## src/rtl/gnn_pkg.sv

```systemverilog
// Shared parameters, payload types and FSM encoding for the GNN replay engine.
package gnn_pkg;

    localparam int unsigned FV_W       = 16;
    localparam int unsigned NUM_VERTS  = 64;
    localparam int unsigned BANK_DEPTH = 1024;
    localparam int unsigned NB_DEPTH   = 1024;
    localparam int unsigned NUM_ITER   = 4;

    localparam int unsigned NUM_BANKS  = 4;
    localparam int unsigned FB_AW      = $clog2(BANK_DEPTH);
    localparam int unsigned NL_AW      = $clog2(NB_DEPTH);
    localparam int unsigned VID_W      = $clog2(NUM_VERTS);
    localparam int unsigned CA_W       = $clog2(NUM_VERTS / NUM_BANKS);
    localparam int unsigned ITER_W     = 2;
    localparam int unsigned NB_ID_W    = 16;
    localparam int unsigned NB_INFO_W  = 24;

    typedef logic [FV_W-1:0] fv_t;

    typedef struct packed {
        logic [7:0]  cnt;
        logic [15:0] start;
    } nb_info_t;

    typedef enum logic [2:0] {
        IDLE, INFO, SELF, NB_ID, NB_FV, WRITE, COPY, DONE
    } state_t;

    typedef enum logic [1:0] {
        ACC_HOLD, ACC_LOAD, ACC_ADD
    } acc_op_t;

    // Word address of a vertex inside its bank; ids beyond the bank range wrap.
    function automatic logic [FB_AW-1:0] fv_addr(input logic [NB_ID_W-1:0] vid);
        return FB_AW'(vid >> 2);
    endfunction

endpackage

```

## src/rtl/gnn_replay_top_sram_sp.sv

```systemverilog
// Single-port synchronous-read RAM; the array is named mem for hierarchical access.
module sram_sp #(
    parameter int unsigned  DEPTH = 1024,
    parameter int unsigned  WIDTH = 16,
    localparam int unsigned AW    = $clog2(DEPTH)
) (
    input  logic             clk,
    input  logic             we,
    input  logic [AW-1:0]    addr,
    input  logic [WIDTH-1:0] wdata,
    output logic [WIDTH-1:0] rdata
);

    logic [WIDTH-1:0] mem [DEPTH];

    always_ff @(posedge clk) begin
        if (we) begin
            mem[addr] <= wdata;
        end
        rdata <= mem[addr];
    end

endmodule

```

## src/rtl/gnn_replay_top.sv

```systemverilog
// Graph-aggregation replay engine: per iteration pong[v] = ping[v] + sum(ping[nbr]),
// then pong is copied back into ping; repeats NUM_ITER times after reset release.
module gnn_replay_top
    import gnn_pkg::*;
(
    input  logic              clk,
    input  logic              reset,
    output logic              task_complete,
    output logic [ITER_W-1:0] current_replay_iter
);

    state_t                     state;
    logic [VID_W-1:0]           v;
    logic [7:0]                 k;
    logic [7:0]                 nb_cnt;
    logic [15:0]                nb_start;
    logic [CA_W-1:0]            ca;
    logic                       copy_wr;
    logic [1:0]                 rd_bank;
    acc_op_t                    acc_op;
    fv_t                        acc;
    fv_t                        acc_c;
    fv_t                        ping_rd_c;

    logic [NUM_BANKS-1:0]       ping_we_c;
    logic [NUM_BANKS-1:0]       pong_we_c;
    logic [FB_AW-1:0]           ping_addr_c;
    logic [FB_AW-1:0]           pong_addr_c;
    logic [NUM_BANKS*FV_W-1:0]  ping_rdata;
    logic [NUM_BANKS*FV_W-1:0]  pong_rdata;
    logic [NB_INFO_W-1:0]       info_rdata;
    nb_info_t                   info_c;
    logic [NB_ID_W-1:0]         nb_id_c;
    logic [NL_AW-1:0]           list_addr_c;

    assign info_c      = nb_info_t'(info_rdata);
    assign list_addr_c = NL_AW'(nb_start + 16'(k));
    assign ping_rd_c   = ping_rdata[32'(rd_bank)*FV_W +: FV_W];

    // Feature banks: instance b holds vertices with v[1:0] == b.
    sram_sp #(.DEPTH(BANK_DEPTH), .WIDTH(FV_W)) u_fv_ping [NUM_BANKS-1:0] (
        .clk   (clk),
        .we    (ping_we_c),
        .addr  (ping_addr_c),
        .wdata (pong_rdata),
        .rdata (ping_rdata)
    );

    sram_sp #(.DEPTH(BANK_DEPTH), .WIDTH(FV_W)) u_fv_pong [NUM_BANKS-1:0] (
        .clk   (clk),
        .we    (pong_we_c),
        .addr  (pong_addr_c),
        .wdata (acc_c),
        .rdata (pong_rdata)
    );

    sram_sp #(.DEPTH(NUM_VERTS), .WIDTH(NB_INFO_W)) u_nb_info (
        .clk   (clk),
        .we    (1'b0),
        .addr  (v),
        .wdata ('0),
        .rdata (info_rdata)
    );

    sram_sp #(.DEPTH(NB_DEPTH), .WIDTH(NB_ID_W)) u_nb_list (
        .clk   (clk),
        .we    (1'b0),
        .addr  (list_addr_c),
        .wdata ('0),
        .rdata (nb_id_c)
    );

    // The accumulator consumes ping read data one cycle after the read was issued.
    always_comb begin
        acc_c = acc;
        case (acc_op)
            ACC_LOAD: acc_c = ping_rd_c;
            ACC_ADD:  acc_c = acc + ping_rd_c;
            default:  acc_c = acc;
        endcase
    end

    // Memory strobes decoded from the current state.
    always_comb begin
        ping_we_c   = '0;
        pong_we_c   = '0;
        ping_addr_c = '0;
        pong_addr_c = '0;
        case (state)
            SELF:  ping_addr_c = fv_addr(NB_ID_W'(v));
            NB_FV: ping_addr_c = fv_addr(nb_id_c);
            WRITE: begin
                pong_addr_c = fv_addr(NB_ID_W'(v));
                pong_we_c   = 4'b0001 << v[1:0];
            end
            COPY: begin
                pong_addr_c = FB_AW'(ca);
                ping_addr_c = FB_AW'(ca);
                ping_we_c   = {NUM_BANKS{copy_wr}};
            end
            default: ;
        endcase
    end

    always_ff @(posedge clk or negedge reset) begin
        if (!reset) begin
            state               <= IDLE;
            v                   <= '0;
            k                   <= '0;
            nb_cnt              <= '0;
            nb_start            <= '0;
            ca                  <= '0;
            copy_wr             <= 1'b0;
            rd_bank             <= '0;
            acc_op              <= ACC_HOLD;
            acc                 <= '0;
            task_complete       <= 1'b0;
            current_replay_iter <= '0;
        end else begin
            acc    <= acc_c;
            acc_op <= ACC_HOLD;
            case (state)
                IDLE: begin
                    v     <= '0;
                    state <= INFO;
                end
                INFO: state <= SELF;
                SELF: begin
                    nb_cnt   <= info_c.cnt;
                    nb_start <= info_c.start;
                    k        <= '0;
                    acc_op   <= ACC_LOAD;
                    rd_bank  <= v[1:0];
                    state    <= (info_c.cnt == 8'd0) ? WRITE : NB_ID;
                end
                NB_ID: state <= NB_FV;
                NB_FV: begin
                    acc_op  <= ACC_ADD;
                    rd_bank <= nb_id_c[1:0];
                    k       <= k + 8'd1;
                    state   <= (k + 8'd1 == nb_cnt) ? WRITE : NB_ID;
                end
                WRITE: begin
                    if (v == VID_W'(NUM_VERTS - 1)) begin
                        ca      <= '0;
                        copy_wr <= 1'b0;
                        state   <= COPY;
                    end else begin
                        v     <= v + 1'b1;
                        state <= INFO;
                    end
                end
                COPY: begin
                    copy_wr <= ~copy_wr;
                    if (copy_wr) begin
                        if (ca == CA_W'(NUM_VERTS / NUM_BANKS - 1)) begin
                            if (current_replay_iter == ITER_W'(NUM_ITER - 1)) begin
                                task_complete <= 1'b1;
                                state         <= DONE;
                            end else begin
                                current_replay_iter <= current_replay_iter + 1'b1;
                                v                   <= '0;
                                state               <= INFO;
                            end
                        end else begin
                            ca <= ca + 1'b1;
                        end
                    end
                end
                DONE: state <= DONE;
                default: state <= IDLE;
            endcase
        end
    end

endmodule

```

## config.mk

```make
export PLATFORM = sky130hd
export DESIGN_NAME = gnn_replay_top
export DESIGN_NICKNAME = d
export VERILOG_FILES = /design/src/rtl/gnn_pkg.sv /design/src/rtl/gnn_replay_top_sram_sp.sv /design/src/rtl/gnn_replay_top.sv
export SDC_FILE = /design/constraint.sdc
export NUM_CORES = 1
export LEC_CHECK = 0
export CORE_MARGIN = 4
export CORE_UTILIZATION = 40
export CTS_CLUSTER_DIAMETER = 120
export CTS_CLUSTER_SIZE = 30
export DETAILED_ROUTE_END_ITERATION = 10
export PLACE_DENSITY = 0.56
export SYNTH_ARGS = -nofsm -noshare
export SYNTH_HDL_FRONTEND = slang
export SYNTH_SLANG_ARGS = --single-unit
```

## constraint.sdc

```tcl
create_clock -name clk -period 1.8 [get_ports clk]
set_clock_uncertainty 0.15 [all_clocks]
set_input_delay 0.18 -clock clk [delete_from_list [all_inputs] [get_ports clk]]
set_output_delay 0.18 -clock clk [all_outputs]
set_load 0.005 [all_outputs]
```

### Word-level counts from Yosys, hierarchy flattened

Index checks and enable logic that the tools add are counted.

* word-level logic and storage cells: 62
* input port bits: 2
* register bits after elaboration: 57

* multiplexer cells: 19
* bitwise logic cells: 2
* reduce and logical (&&, ||, !) cells: 11
* add/subtract/negate cells: 4
* equality and inequality tests: 17

Operators by type and width (number)
* $mux W6: 4
* $pmux W3 S8: 1
* $mux W3: 6
* $pmux W6 S3: 1
* $pmux W8 S2: 1
* $eq A3 B3 Y1 const B: 4
* $mux W4: 3
* $ne A2 B2 Y1 const B: 6
* $reduce_and A4 Y1: 3
* $add A8 B1 Y8 const B: 1
* $eq A8 B8 Y1: 1
* $logic_not A8 Y1: 1
* $pmux W4 S2: 1
* $add A6 B1 Y6 const B: 1
* $eq A3 B2 Y1 const B: 2
* $eq A6 B6 Y1 const B: 1
* $reduce_and A5 Y1: 1
* $add A4 B1 Y4 const B: 1
* $eq A4 B4 Y1 const B: 1
* $reduce_and A2 Y1: 2
* $reduce_bool A2 Y1: 2
* $eq A3 B1 Y1 const B: 1
* $logic_not A3 Y1: 1
* $reduce_bool A3 Y1: 1
* 5 further kinds: 6

### Longest topological paths before layout

* depth after elaboration: 5
* depth in mapped cells: 6
* mapped depth without buffers: 5

### Cells and area by module

From an unflattened synthesis, not the netlist that was laid out.

* cells, all modules: 3616
* area total of the unflattened synthesis: 61395.1 µm²

Modules (own cells, without submodules)
* sram_sp: instances 1, cells each 3406, area an instance 59463.3 µm²
* gnn_replay_top: instances 1, cells each 210, area an instance 1931.9 µm²

### Least setup slack after synthesis

No wires, ideal clock.

* path kind: register to register
* start: reg current_replay_iter[0]
* end: reg v[2]
* setup slack: -0.206 ns
* data required time: 1.526 ns
* stages on the path, launching flop included: 5
* clock period less this slack: 2.006 ns
* arrival time: 1.732 ns
* cell sequence: dfrtp_1 ha_1 or4_4 a31o_2 a211o_1

* word-level cells in the longest chain between the ends: 3

Ends and longest elaborated chain
* start, declared: line gnn_replay_top.sv:9 `output logic [ITER_W-1:0] current_replay_iter`
* start signal, assigned: line gnn_replay_top.sv:161 `current_replay_iter <= current_replay_iter + 1'b1;`
* $eq A2 B2 Y1: line gnn_replay_top.sv:157 `if (current_replay_iter == ITER_W'(NUM_ITER - 1)) begin`
* $ne A2 B2 Y1 (no line)
* $reduce_and A5 Y1 (no line)
* end signal, assigned: line gnn_replay_top.sv:149 `v <= v + 1'b1;`
* end, declared: line gnn_replay_top.sv:13 `logic [VID_W-1:0] v;`

Every way passes these cells.
A chain may end at the register's enable or synchronous reset.

### Worst setup path after layout

Ends and elaborated chain as after synthesis.

==> summary.txt <==
Power and ir drop
  • Tot Pwr: between 0.9 and 1 mW
  • VDD IR-drop max: 302 uV
  • Pwr Density: around 500 mW/mm^2
  • Leakage power: about 0.8 nW

Routing
  • DR vias/cell: around 5.7
  • Starting DRT DRC Count: about 70
  • Final wirelength: ~3.4 mm
  • Post-route ant nets: 0
  • DRC Markers: 0
  • Via Count: between 1,000 and 1,500
  • Initial DRT Pass Iterations: 4
  • Routed len/inst: 14.7 um

Place
  • Placed insts: approximately 230
  • RePlAce Congestion: approximately 0.82
  • Area after DPL: about 0.0017 sq mm
  • Post-DP HPWL: between 2 and 2.5 mm
  • Port Buffers: 4
  • DP Worst Slack: -0.141 ns

Worst hold path
  • Worst min path class: input pin to async pin

Die
  • Core Area: 0.00347 sq mm
  • Die width: 69.0 um
  • Row count: 21
  • Initial core utilization: 42.9%
  • Io pins: 5
  • Die Footprint: 0.00476 sq mm
  • Die Y: between 60 and 70 um

Timing
  • Unrepaired setup endpoints after global routing: true
  • Final setup margin: -0.0903 ns
  • Worst slew pin tran: between 0.2 and 0.3 ns
  • Final Max Slew Viols: 0
  • # setup viols final: 4
  • Final hold violations: 0
  • Fin crit share: 105%
  • Worst rel slew slack: 80.3%
  • Min Tclk post-route: 1.89 ns
  • Maximum clock frequency: around 530 MHz

Logic synthesis
  • Sequential area share after synthesis: about 42%
  • Post-synth top cells: dfrtp_1 (25), o21ai_0 (20), nor3_1 (9)
  • Most numerous cell in the Yosys netlist: dfrtp_1
  • Yosys cell types: 47
  • Synthesized instance count: roughly 160
  • Syn_area_per_cell: 9.47 sq um
  • Synth warn: 0
  • Most area-hungry cell type in the Yosys netlist: dfrtp_1
  • Dominant cells by area after synthesis: dfrtp_1 (42%), o21ai_0 (6.7%), ha_1 (3.4%)
  • Prevailing post-synth register cell: dfrtp_1
  • Seq cells post-synth: 25
  • EDFF count, synth: 0
  • Post-Synthesis Cell Area: around 0.0015 sq mm
  • Syn Nets: 163
  • Asr flop ratio synth: between 90% and 100%
  • Post-synth top area share: between 40% and 50%

Global route
  • Initial antenna violation count: 0
  • Tot GR Track Use: between 10% and 20%
  • Total gr overflow: 0
  • First-pass GRT wire length: 5.98 mm
  • Number of global-route vias before repair: roughly 1,300
  • Largest net degree at the start of global routing: 18

Setup path
  • Crit path max fanout: 4
  • Startpoint types: register
  • WP data required: 1.82 ns
  • Reg-to-reg startpoint: current_replay_iter[0]
  • Critical Path Sink Type: register
  • Critical path class: register to register
  • Critical path origin: current_replay_iter[0]
  • Arrival @ worst endpoint: roughly 1.9 ns

Final layout
  • Fin area: 0.00185 sq mm
  • Area Overhead vs Synth: 24.4%
  • Share of cells above drive strength 1: 29.6%
  • N_diodes: 0
  • Cell Count, Final, Fillers Out: 232
  • Layout Nets: 193

Clock tree
  • CTS Root Cell: clkbuf_8
  • CTS tree: built
  • CTS buffer count: 3
  • CTS max path bufs: 2
  • Clock Sinks: 25
  • CTS clock-pin slew for the worst setup and hold paths: approximately 0.1 ns
  • Max H-tree Level: 1
  • Worst-Skew Late Latency: 0.28 ns

Job
  • Max-Cap Viols: 0

Status
  • Status: finished, violations left
  • Failing checks: setup timing
==> layer usage <==
layer / global-route usage, % / vias up / share of wire (%)
met4: 7.54 / 0 / 2.7
met2: 27.4 / 23 / 48
met1: 21.8 / 637 / 46
met3: 3.40 / 9 / 3.3
met5: 0 / - / 0
li1: - / 655 / -
==> state kept, by name, summed over array words and instances (netlist names) <==
signal	count
task_complete	1
state	3
copy_wr	1
k	8
current_replay_iter	2
ca	4
v	6
==> cell type report <==
cell class / instances / area, sq um
Fill cell: 346 / 1620
Timing Repair Buffer: 33 / 258
Sequential cell: 25 / 628
Tap cell: 46 / 57.6
Clock buffer: 3 / 41.3
Multi-Input combinational cell: 121 / 846
Inverter: 3 / 11.3
Clock inverter: 1 / 7.51
==> worst max-delay path: stages, from the launching register on <==
cell and delay, ns:
dfrtp_1 0.40, ha_2 0.19, or4_4 0.55, a31o_4 0.25, a211o_1 0.25
==> path summary, 6_finish.rpt <==
kind / to / slack, ns / cells after the start
max in group asynchronous: k[0] / 1.21 / 2
min: ca[1] / 0.06 / 2
max reg2reg: v[2] / -0.09 / 4
min reg2reg: task_complete / 0.35 / 1
max: v[2] / -0.09 / 4
min in group clk: task_complete / 0.35 / 1
==> through the flow <==
step / hold slack [ns] / setup TNS (ns) / utilization, %
after floorplan: -0.266 / -0.261 / -
after global placement: 0.304 / -0.199 / 50.4
after detailed placement: 0.329 / -0.325 / 50.4
after CTS: 0.0558 / -0.279 / 52.3
after global routing: 0.0730 / -0.481 / 53.3
final: 0.0569 / -0.298 / 53.3
==> cells in the final DEF, fill, tap and decap left out, types with 3 or more instances in the layout <==
| master | instances |
|---|---|
| nand2_1 | 7 |
| mux2_2 | 3 |
| buf_4 | 29 |
| clkdlybuf4s50_1 | 4 |
| dfrtp_1 | 23 |
| nand3_1 | 8 |
| clkbuf_8 | 3 |
| nor2_1 | 7 |
| inv_1 | 3 |
| a21oi_1 | 7 |
| ha_2 | 3 |
| nor3_1 | 7 |
| nor3b_1 | 4 |
| nand3b_1 | 3 |
| nor4_1 | 3 |
| o21ai_0 | 18 |
| and3_1 | 3 |
| xor2_1 | 4 |
==> report_power, final <==
group / switching, mW / total [mW] / internal [mW] / leakage (nW)
Sequential: 0 / 0.561 / 0.561 / 0.342
Clock: 0.194 / 0.351 / 0.157 / 0.0217
Combinational: 0.0115 / 0.0163 / 0.00480 / 0.439
==> repair_timing <==
action,in CTS,in global routing
pin swaps,2,0
hold buffers,0,0
gates resized for setup,2,8
cloned,0,0
setup buffers,1,2
endpoints found under the setup margin,5,12
==> kinds of logic after synthesis <==
kind of cell	after synthesis	share of synthesized area, %
muxes	5	3.70
adders and majority gates	4	3.37
buffers and inverters	11	3.79
AOI/OAI and AO/OA	50	22.0
and+or+nand+nor	58	22.7
DFF	25	42.1
xor gates and xnor gates	4	2.36
No activity file was read; power rests on OpenSTA's default activity.
